**src/rtl/adder_bcd_fnd.sv**
```systemverilog
`default_nettype none
// ============================================================================
//  Module   : adder_bcd_fnd
//  Purpose  : Adds two unsigned operands, converts the sum to four BCD digits
//             and drives one digit of a multiplexed 4-digit common-anode
//             7-segment display (active-low anodes and segments).
//  Revision : 1.0  initial release
// ============================================================================
module adder_bcd_fnd #(
  parameter int WIDTH = 4   // operand width, 1..12 so the sum fits 4 decimal digits
) (
  input  logic             i_clk,
  input  logic             i_reset,
  input  logic [WIDTH-1:0] i_A,
  input  logic [WIDTH-1:0] i_B,
  input  logic [1:0]       i_digitSelect,
  input  logic             i_en,
  output logic [3:0]       o_digit,
  output logic [7:0]       o_font
);

  localparam int SUM_W = WIDTH + 1;       // sum width with carry kept
  localparam int DD_W  = 16 + SUM_W;      // double-dabble scratch: 4 BCD digits + binary

  localparam logic [3:0] BLANK_DIGIT = 4'b1111;
  localparam logic [7:0] BLANK_FONT  = 8'hFF;

  logic [SUM_W-1:0] sum;
  logic [15:0]      bcd;
  logic [3:0]       sel_bcd;
  logic [3:0]       digit_d, digit_q;
  logic [7:0]       font_d,  font_q;
  logic [DD_W-1:0]  dd;

  // Full-width sum so the carry out of the operands is never lost
  always_comb begin
    sum = {1'b0, i_A} + {1'b0, i_B};
  end

  // Double-dabble: shift the sum left through the BCD field, adding 3 to any
  // digit that is 5 or more before each shift so it carries correctly.
  always_comb begin
    dd = '0;
    dd[SUM_W-1:0] = sum;
    for (int i = 0; i < SUM_W; i++) begin
      for (int d = 0; d < 4; d++) begin
        if (dd[SUM_W + 4*d +: 4] >= 4'd5) begin
          dd[SUM_W + 4*d +: 4] = dd[SUM_W + 4*d +: 4] + 4'd3;
        end
      end
      dd = dd << 1;
    end
    bcd = dd[SUM_W +: 16];
  end

  // Pick the BCD digit for the scanned position
  always_comb begin
    sel_bcd = bcd[3:0];
    case (i_digitSelect)
      2'd0: sel_bcd = bcd[3:0];
      2'd1: sel_bcd = bcd[7:4];
      2'd2: sel_bcd = bcd[11:8];
      2'd3: sel_bcd = bcd[15:12];
      default: sel_bcd = bcd[3:0];
    endcase
  end

  // Anode select and active-low segment font; disabled display is blank
  always_comb begin
    digit_d = BLANK_DIGIT;
    font_d  = BLANK_FONT;
    if (i_en) begin
      case (i_digitSelect)
        2'd0: digit_d = 4'b1110;
        2'd1: digit_d = 4'b1101;
        2'd2: digit_d = 4'b1011;
        2'd3: digit_d = 4'b0111;
        default: digit_d = BLANK_DIGIT;
      endcase
      case (sel_bcd)
        4'd0: font_d = 8'hC0;
        4'd1: font_d = 8'hF9;
        4'd2: font_d = 8'hA4;
        4'd3: font_d = 8'hB0;
        4'd4: font_d = 8'h99;
        4'd5: font_d = 8'h92;
        4'd6: font_d = 8'h82;
        4'd7: font_d = 8'hF8;
        4'd8: font_d = 8'h80;
        4'd9: font_d = 8'h90;
        default: font_d = BLANK_FONT;  // non-decimal code cannot occur
      endcase
    end
  end

  // Output register; reset blanks the display and overrides everything
  always_ff @(posedge i_clk) begin
    if (i_reset) begin
      digit_q <= BLANK_DIGIT;
      font_q  <= BLANK_FONT;
    end else begin
      digit_q <= digit_d;
      font_q  <= font_d;
    end
  end

  assign o_digit = digit_q;
  assign o_font  = font_q;

endmodule
`default_nettype wire

```
**config.mk**
```make
export PLATFORM = sky130hd
export DESIGN_NAME = adder_bcd_fnd
export DESIGN_NICKNAME = d
export VERILOG_FILES = /design/src/rtl/adder_bcd_fnd.sv
export SDC_FILE = /design/constraint.sdc
export NUM_CORES = 1
export LEC_CHECK = 0
export BUFFER_PORTS_ARGS = -buffer_cell sky130_fd_sc_hd__buf_2
export CAP_MARGIN = 20
export CELL_PAD_IN_SITES_DETAIL_PLACEMENT = 0
export CELL_PAD_IN_SITES_GLOBAL_PLACEMENT = 2
export CORE_MARGIN = 3
export CORE_UTILIZATION = 28
export CTS_CLUSTER_DIAMETER = 50
export DETAILED_ROUTE_END_ITERATION = 6
export PLACE_DENSITY_LB_ADDON = 0.1
export REMOVE_ABC_BUFFERS = 1
export SLEW_MARGIN = 20
export SYNTH_ARGS = -nofsm -noshare
export SYNTH_HDL_FRONTEND = slang
export SYNTH_SLANG_ARGS = --single-unit
export TNS_END_PERCENT = 10
```
**constraint.sdc**
```tcl
create_clock -name i_clk -period 4 [get_ports i_clk]
set_input_delay 0 -clock i_clk [delete_from_list [all_inputs] [get_ports i_clk]]
set_output_delay 0 -clock i_clk [all_outputs]
set_load 0.02 [all_outputs]
```
## Word-level counts from Yosys, hierarchy flattened

Memory sizes are Yosys's and may differ from the RTL's. A register that Yosys moved wholly into a read port is not among the register bits.
Cells that the tools add are included.

- $add $sub $neg: 11
- Multiply operators: 0
- Divide/modulo/power cells: 0
- Magnitude comparators: 10
- Equality and inequality tests: 3
- Shift operators: 0
- Mux-type cells: 12
- Bitwise logic cells: 1
- Reductions and logical operators: 2

Operator list:

| operator | count |
|---|---|
| 4-bit one-hot mux with 4 select lines | 2 |
| 4-bit two-way mux | 7 |
| 4-bit by 2-bit adder with 4-bit output (second input constant) | 6 |
| 4-bit by 3-bit >= comparator with 1-bit output (second input constant) | 6 |
| 3-bit two-way mux | 3 |
| 1-bit by 2-bit adder with 3-bit output (both inputs constant) | 2 |
| 1-bit by 2-bit adder with 3-bit output (second input constant) | 2 |
| 1-bit by 3-bit >= comparator with 1-bit output (both inputs constant) | 2 |
| 1-bit by 3-bit >= comparator with 1-bit output (second input constant) | 2 |
| 4-bit by 4-bit adder with 5-bit output | 1 |
| 2-bit equality test (second input constant) | 2 |
| 2-bit by 1-bit equality test with 1-bit output (second input constant) | 1 |
| 2-bit logical NOT | 1 |
| 2-bit OR reduction | 1 |
| 1-bit inverter | 1 |

- Register bits after elaboration: 12
- Bits in latches: 0
- RAM bits: 0
- Memory bits (read-only): 112
- Bits of input ports: 13
- Output and inout bits: 12
- Logic and storage cells: 42
- Memories: 1

Memories:

| memory | words | width | read ports | clocked after memory_dff | wr ports | RTL line | source |
|---|---|---|---|---|---|---|---|
| (name not given) | 16 | 7 | 1 | 1 | 0 | 80 | `case (sel_bcd)` |

## Depth between registers and ports, before layout

- Word-level depth: 10
- Depth in mapped cells: 21
- Mapped depth without buffers: 19

## Worst setup path after synthesis

OpenSTA, ideal clock, no wires.

- Path type: input to register
- From: input i_A[0]
- To: register font_q[3] (netlist: o_font[3])
- Setup time: 0.129 ns
- Data arrival time: 3.760 ns
- Data required time: 3.871 ns
- Slack: 0.112 ns
- Stages on the path: 20
- Path through: ha_1 -> fa_1 -> xor2_1 -> a21oi_1 -> inv_1 -> ha_1 -> buf_1 -> inv_1 -> nor2_1 -> a311oi_1 -> ha_1 -> nor2b_1 -> o21ai_2 -> xnor2_1 -> a21oi_1 -> inv_1 -> ha_1 -> mux2_4 -> nor2_2 -> o21ai_2

- Word-level cells in the longest chain between the ends: 10

Ends and longest elaborated chain:

| element | RTL line | source |
|---|---|---|
| start, declared | 14 | `input logic [WIDTH-1:0] i_A,` |
| 4-bit by 4-bit adder with 5-bit output (*) | 37 | `sum = {1'b0, i_A} + {1'b0, i_B};` |
| 1-bit by 3-bit >= comparator with 1-bit output / 1-bit by 2-bit adder with 3-bit output (equally long branches) | 47, 48 |  |
| 3-bit two-way mux | 47 | `if (dd[SUM_W + 4*d +: 4] >= 4'd5) begin` |
| 4-bit by 2-bit adder with 4-bit output / 4-bit by 3-bit >= comparator with 1-bit output (equally long branches) | 48, 47 |  |
| 4-bit two-way mux | 47 |  |
| 4-bit by 2-bit adder with 4-bit output / 4-bit by 3-bit >= comparator with 1-bit output (equally long branches) | 48, 47 |  |
| 4-bit two-way mux | 47 |  |
| 4-bit by 2-bit adder with 4-bit output / 4-bit by 3-bit >= comparator with 1-bit output (equally long branches) | 48, 47 |  |
| 4-bit two-way mux | 47 |  |
| 4-bit one-hot mux with 4 select lines (*) | 59 | `case (i_digitSelect)` |
| end, declared | 32 | `logic [7:0] font_d, font_q;` |

Mark *: on every way between the ends. The rest lies on a longest branch, timed or not.
A chain may end at the register's enable or synchronous reset.

## Worst setup path in the final report

Ends and elaborated chain as after synthesis.

==> summary.md <==
| Metric | Value |
|---|---|
| Detail-routed via count per cell | between 4 and 5 |
| Nets | between 150 and 200 |
| Cell count after synthesis | roughly 120 |
| Standard cell core area | around 3700 µm² |
| Path type of the worst setup path | input pin to flip-flop |
| Die outline height | between 60 and 70 µm |
| Fraction of the mapped netlist area in compound gates | 0.308 |
| Count of flip-flops with a built-in enable after synthesis | 0 |
| Area grow syn2layout | 29.2% |
| Post-route ant nets | 0 |
| Post-cts resize count | 0 |
| Buffers added on ports | 23 |
| CP Capture Type | flip-flop |
| Number of buffers added for setup after CTS | 0 |
| Number of vias in the routed layout | approximately 1.0k |
| Worst slew margin relative to its limit | 0.525 |
| Total routed wirelength | roughly 2600 µm |
| Maximum number of pins on one net before global-route repair | 12 |
| Finish-stage setup viols | 0 |
| Weighted congestion reported at the end of routability-driven placement | about 0.74 |
| Total Die Area | between 4000 and 5000 µm² |
| Detailed-routed wire length on met2 | 984 µm |
| Top fanout value on the critical path | 4 |
| #FFs+latches synth | 11 |
| Total number of H-tree levels | 1 |
| Number of remaining DRC errors | 0 |
| Post-synthesis share of cell area spent on and, or, nand and nor gates | 0.178 |
| Routed length on met3 | between 100 and 150 µm |
| Wire length on met1 | 1450 µm |
| Fraction of layout cells with a size suffix above 1 | 0.380 |
| Clock transition time at the flip-flop clock pins of the worst setup and hold paths | 50 ps |
| Combinational family with the most area after synthesis | compound AO/OA/AOI/OAI gates |
| Largest buffer count on any clock path | 2 |
| Number of slew-limit violations in the final report | 0 |
| Post-synthesis adder-cell area fraction | 0.156 |
| Detailed-router iteration count before antenna repair | 4 |
| Areal power density over the cells | 384 nW/µm² |
| Mux cell area share after synthesis | 0.0367 |
| Hold crit path type | input pin to flip-flop |
| Initial antenna violation count | 0 |
| Final hold violation count | 0 |
| Proportion of synthesized flip-flops having asynchronous set or reset | 0 |
| Post-detailed-placement cell area | approximately 1400 µm² |
| Post-detailed-placement half-perimeter wirelength | 2140 µm |
| Endpoint arrival time on the critical path | roughly 3700 ps |
| DIE WIDTH | ~68 µm |
| Post-route cell area | between 1000 and 1500 µm² |
| Setup repair after global routing missed its margin | no |
| Fraction of the cycle the final worst path needs | 0.913 |
| Time the worst path needs with I/O delays and setup | ~3700 ps |
| Count of unique library cells instantiated by Yosys | 49 |
| N_diodes | 0 |
| Post-detailed-route wirelength per cell | 12.2 µm |
| Hold buffer count at cts | 0 |
| Worst vdd ir | a little over 0.0001 V |
| Wire length of the first global-routing pass | between 4000 and 5000 µm |
| Mean instance size in the synthesized netlist | a little under 9 µm² |
| Floorplan row count | 22 |
| Root Driver | sky130_fd_sc_hd__clkbuf_8 |
| Status | finished, final reports clean |
| Fraction of synthesized cell area in xor and xnor cells | 0.0402 |
| Sinks on the clock net | 11 |
| Power after layout | between 500 and 600 µW |
| Worst-Margin Slew | a little over 700 ps |
| Portion of the post-synthesis area used by sequential elements | 0.202 |
| Ys Warns | 0 |
| Topmost layer with routed signal wires | met4 |
| Grt total ovfl | 0 |
| TritonCTS buffer count | 3 |
| Fin Setup TNS | 0 ps |
| Max-capacitance violation count | 0 |
| Kind of start point of the critical path | input pin |
| I/O pin total | 25 |
| Starting density of the core | 0.293 |
| Tot GR Track Use | 0.119 |
| Vias in the first global route | 975 |
| Standby leakage power | between 0.0006 and 0.0007 µW |
| Synthesized area | 1090 µm² |
| TritonCTS clock tree | built |
| Number of violations reported at the end of detailed-routing iteration 0 | 26 |
| Fmax | approximately 0.27 GHz |
| Primary flip-flop cell chosen by synthesis mapping | sky130_fd_sc_hd__dfxtp_1 |
| Endpoint required time on the critical path | just over 4000 ps |
cell usage in the layout (no fill, tap or decap), types with 2 or more instances in the layout:
| master | Yosys | final |
|---|---|---|
| sky130_fd_sc_hd__buf_2 | 0 | 23 |
| sky130_fd_sc_hd__buf_4 | 1 | 19 |
| sky130_fd_sc_hd__ha_1 | 12 | 12 |
| sky130_fd_sc_hd__dfxtp_1 | 11 | 11 |
| sky130_fd_sc_hd__inv_1 | 8 | 8 |
| sky130_fd_sc_hd__nor2_1 | 7 | 7 |
| sky130_fd_sc_hd__o21ai_1 | 5 | 5 |
| sky130_fd_sc_hd__nand2_1 | 5 | 5 |
| sky130_fd_sc_hd__a211oi_1 | 4 | 4 |
| sky130_fd_sc_hd__a21oi_1 | 4 | 4 |
| sky130_fd_sc_hd__nand3b_1 | 4 | 4 |
| sky130_fd_sc_hd__a211o_1 | 3 | 3 |
| sky130_fd_sc_hd__xnor2_1 | 3 | 3 |
| sky130_fd_sc_hd__a211oi_2 | 3 | 3 |
| sky130_fd_sc_hd__nor2b_1 | 3 | 3 |
| sky130_fd_sc_hd__a21o_1 | 3 | 3 |
| sky130_fd_sc_hd__o21ai_2 | 3 | 3 |
| sky130_fd_sc_hd__nor3_1 | 3 | 3 |
| sky130_fd_sc_hd__clkbuf_8 | 0 | 3 |
| sky130_fd_sc_hd__xor2_1 | 2 | 2 |
| sky130_fd_sc_hd__nor4_1 | 2 | 2 |
| sky130_fd_sc_hd__mux2_4 | 2 | 2 |
| sky130_fd_sc_hd__nor2_2 | 2 | 2 |
| sky130_fd_sc_hd__a31oi_1 | 2 | 2 |
| sky130_fd_sc_hd__nand2b_1 | 2 | 2 |
where the power goes:
part           switching, µW  internal, µW  total [µW]
sequential              1.87           119         121
clock                   34.5          69.3         104
combinational            169           147         316
total                    205           335         541
flip-flops by register name, indices dropped and copies added, names as in the netlist:
signal / cells
o_font: 7
o_digit: 4
critical path, cell delays in order:
cell and delay, ps:
sky130_fd_sc_hd__buf_2 100, sky130_fd_sc_hd__ha_1 210, sky130_fd_sc_hd__fa_1 420, sky130_fd_sc_hd__a21o_1 210
sky130_fd_sc_hd__a21o_1 210, sky130_fd_sc_hd__ha_1 250, sky130_fd_sc_hd__a2111oi_1 420, sky130_fd_sc_hd__a311oi_2 130
sky130_fd_sc_hd__ha_1 250, sky130_fd_sc_hd__nor2b_1 160, sky130_fd_sc_hd__nor3_1 160, sky130_fd_sc_hd__mux2i_1 100
sky130_fd_sc_hd__a211oi_2 260, sky130_fd_sc_hd__inv_1 110, sky130_fd_sc_hd__ha_1 330, sky130_fd_sc_hd__mux2_4 270
sky130_fd_sc_hd__nor2_2 90, sky130_fd_sc_hd__o21ai_2 50
synthesized netlist by cell type, types with 4 or more instances:
cell type | instances | area [µm²]
sky130_fd_sc_hd__ha_1 | 12 | 150
sky130_fd_sc_hd__dfxtp_1 | 11 | 220
sky130_fd_sc_hd__inv_1 | 8 | 30.0
sky130_fd_sc_hd__nor2_1 | 7 | 26.3
sky130_fd_sc_hd__nand2_1 | 5 | 18.8
sky130_fd_sc_hd__o21ai_1 | 5 | 25.0
sky130_fd_sc_hd__a211oi_1 | 4 | 30.0
sky130_fd_sc_hd__a21oi_1 | 4 | 20.0
sky130_fd_sc_hd__nand3b_1 | 4 | 30.0
layer usage:
metal  vias up  track usage
met5         -            0
met4         0       0.0298
met3         2       0.0131
met2        21        0.169
met1       442        0.185
li1        535            -
per-stage QoR:
step | cells | setup slack [ps] | utilization | hold slack [ps]
global placement | 207 | 154 | 0.365 | 254
detailed placement | 207 | 112 | 0.365 | 252
CTS | 211 | 322 | 0.377 | 15.5
global route | 211 | 20.6 | 0.379 | 31.7
finish | 211 | 350 | 0.379 | 17.4
floorplan | 117 | 171 | - | 71.8
path summary, 6_finish.rpt:
path,cells past startpoint,to,slack [ps],start
setup / recovery,18,o_font[3],350,i_A[0]
hold / removal,2,o_digit[3],20,i_digitSelect[0]
layout make-up:
class,count,area [µm²]
timing repair buffer,42,258
fill,403,2310
multi-input combinational,98,795
sequential,11,220
tap,48,60.1
inverter,8,30.0
clock buffer,4,45.0
logic make-up (layout without fill, tap and decap cells):
logic type,Yosys count,count (layout)
AOI/OAI and AO/OA,42,42
and+or+nand+nor,34,34
buffers and inverters,15,54
adders and majority gates,13,13
DFF,11,11
xor gates and xnor gates,5,5
muxes,3,3
other,1,1
Note: power is estimated with default switching activity, not from simulation.
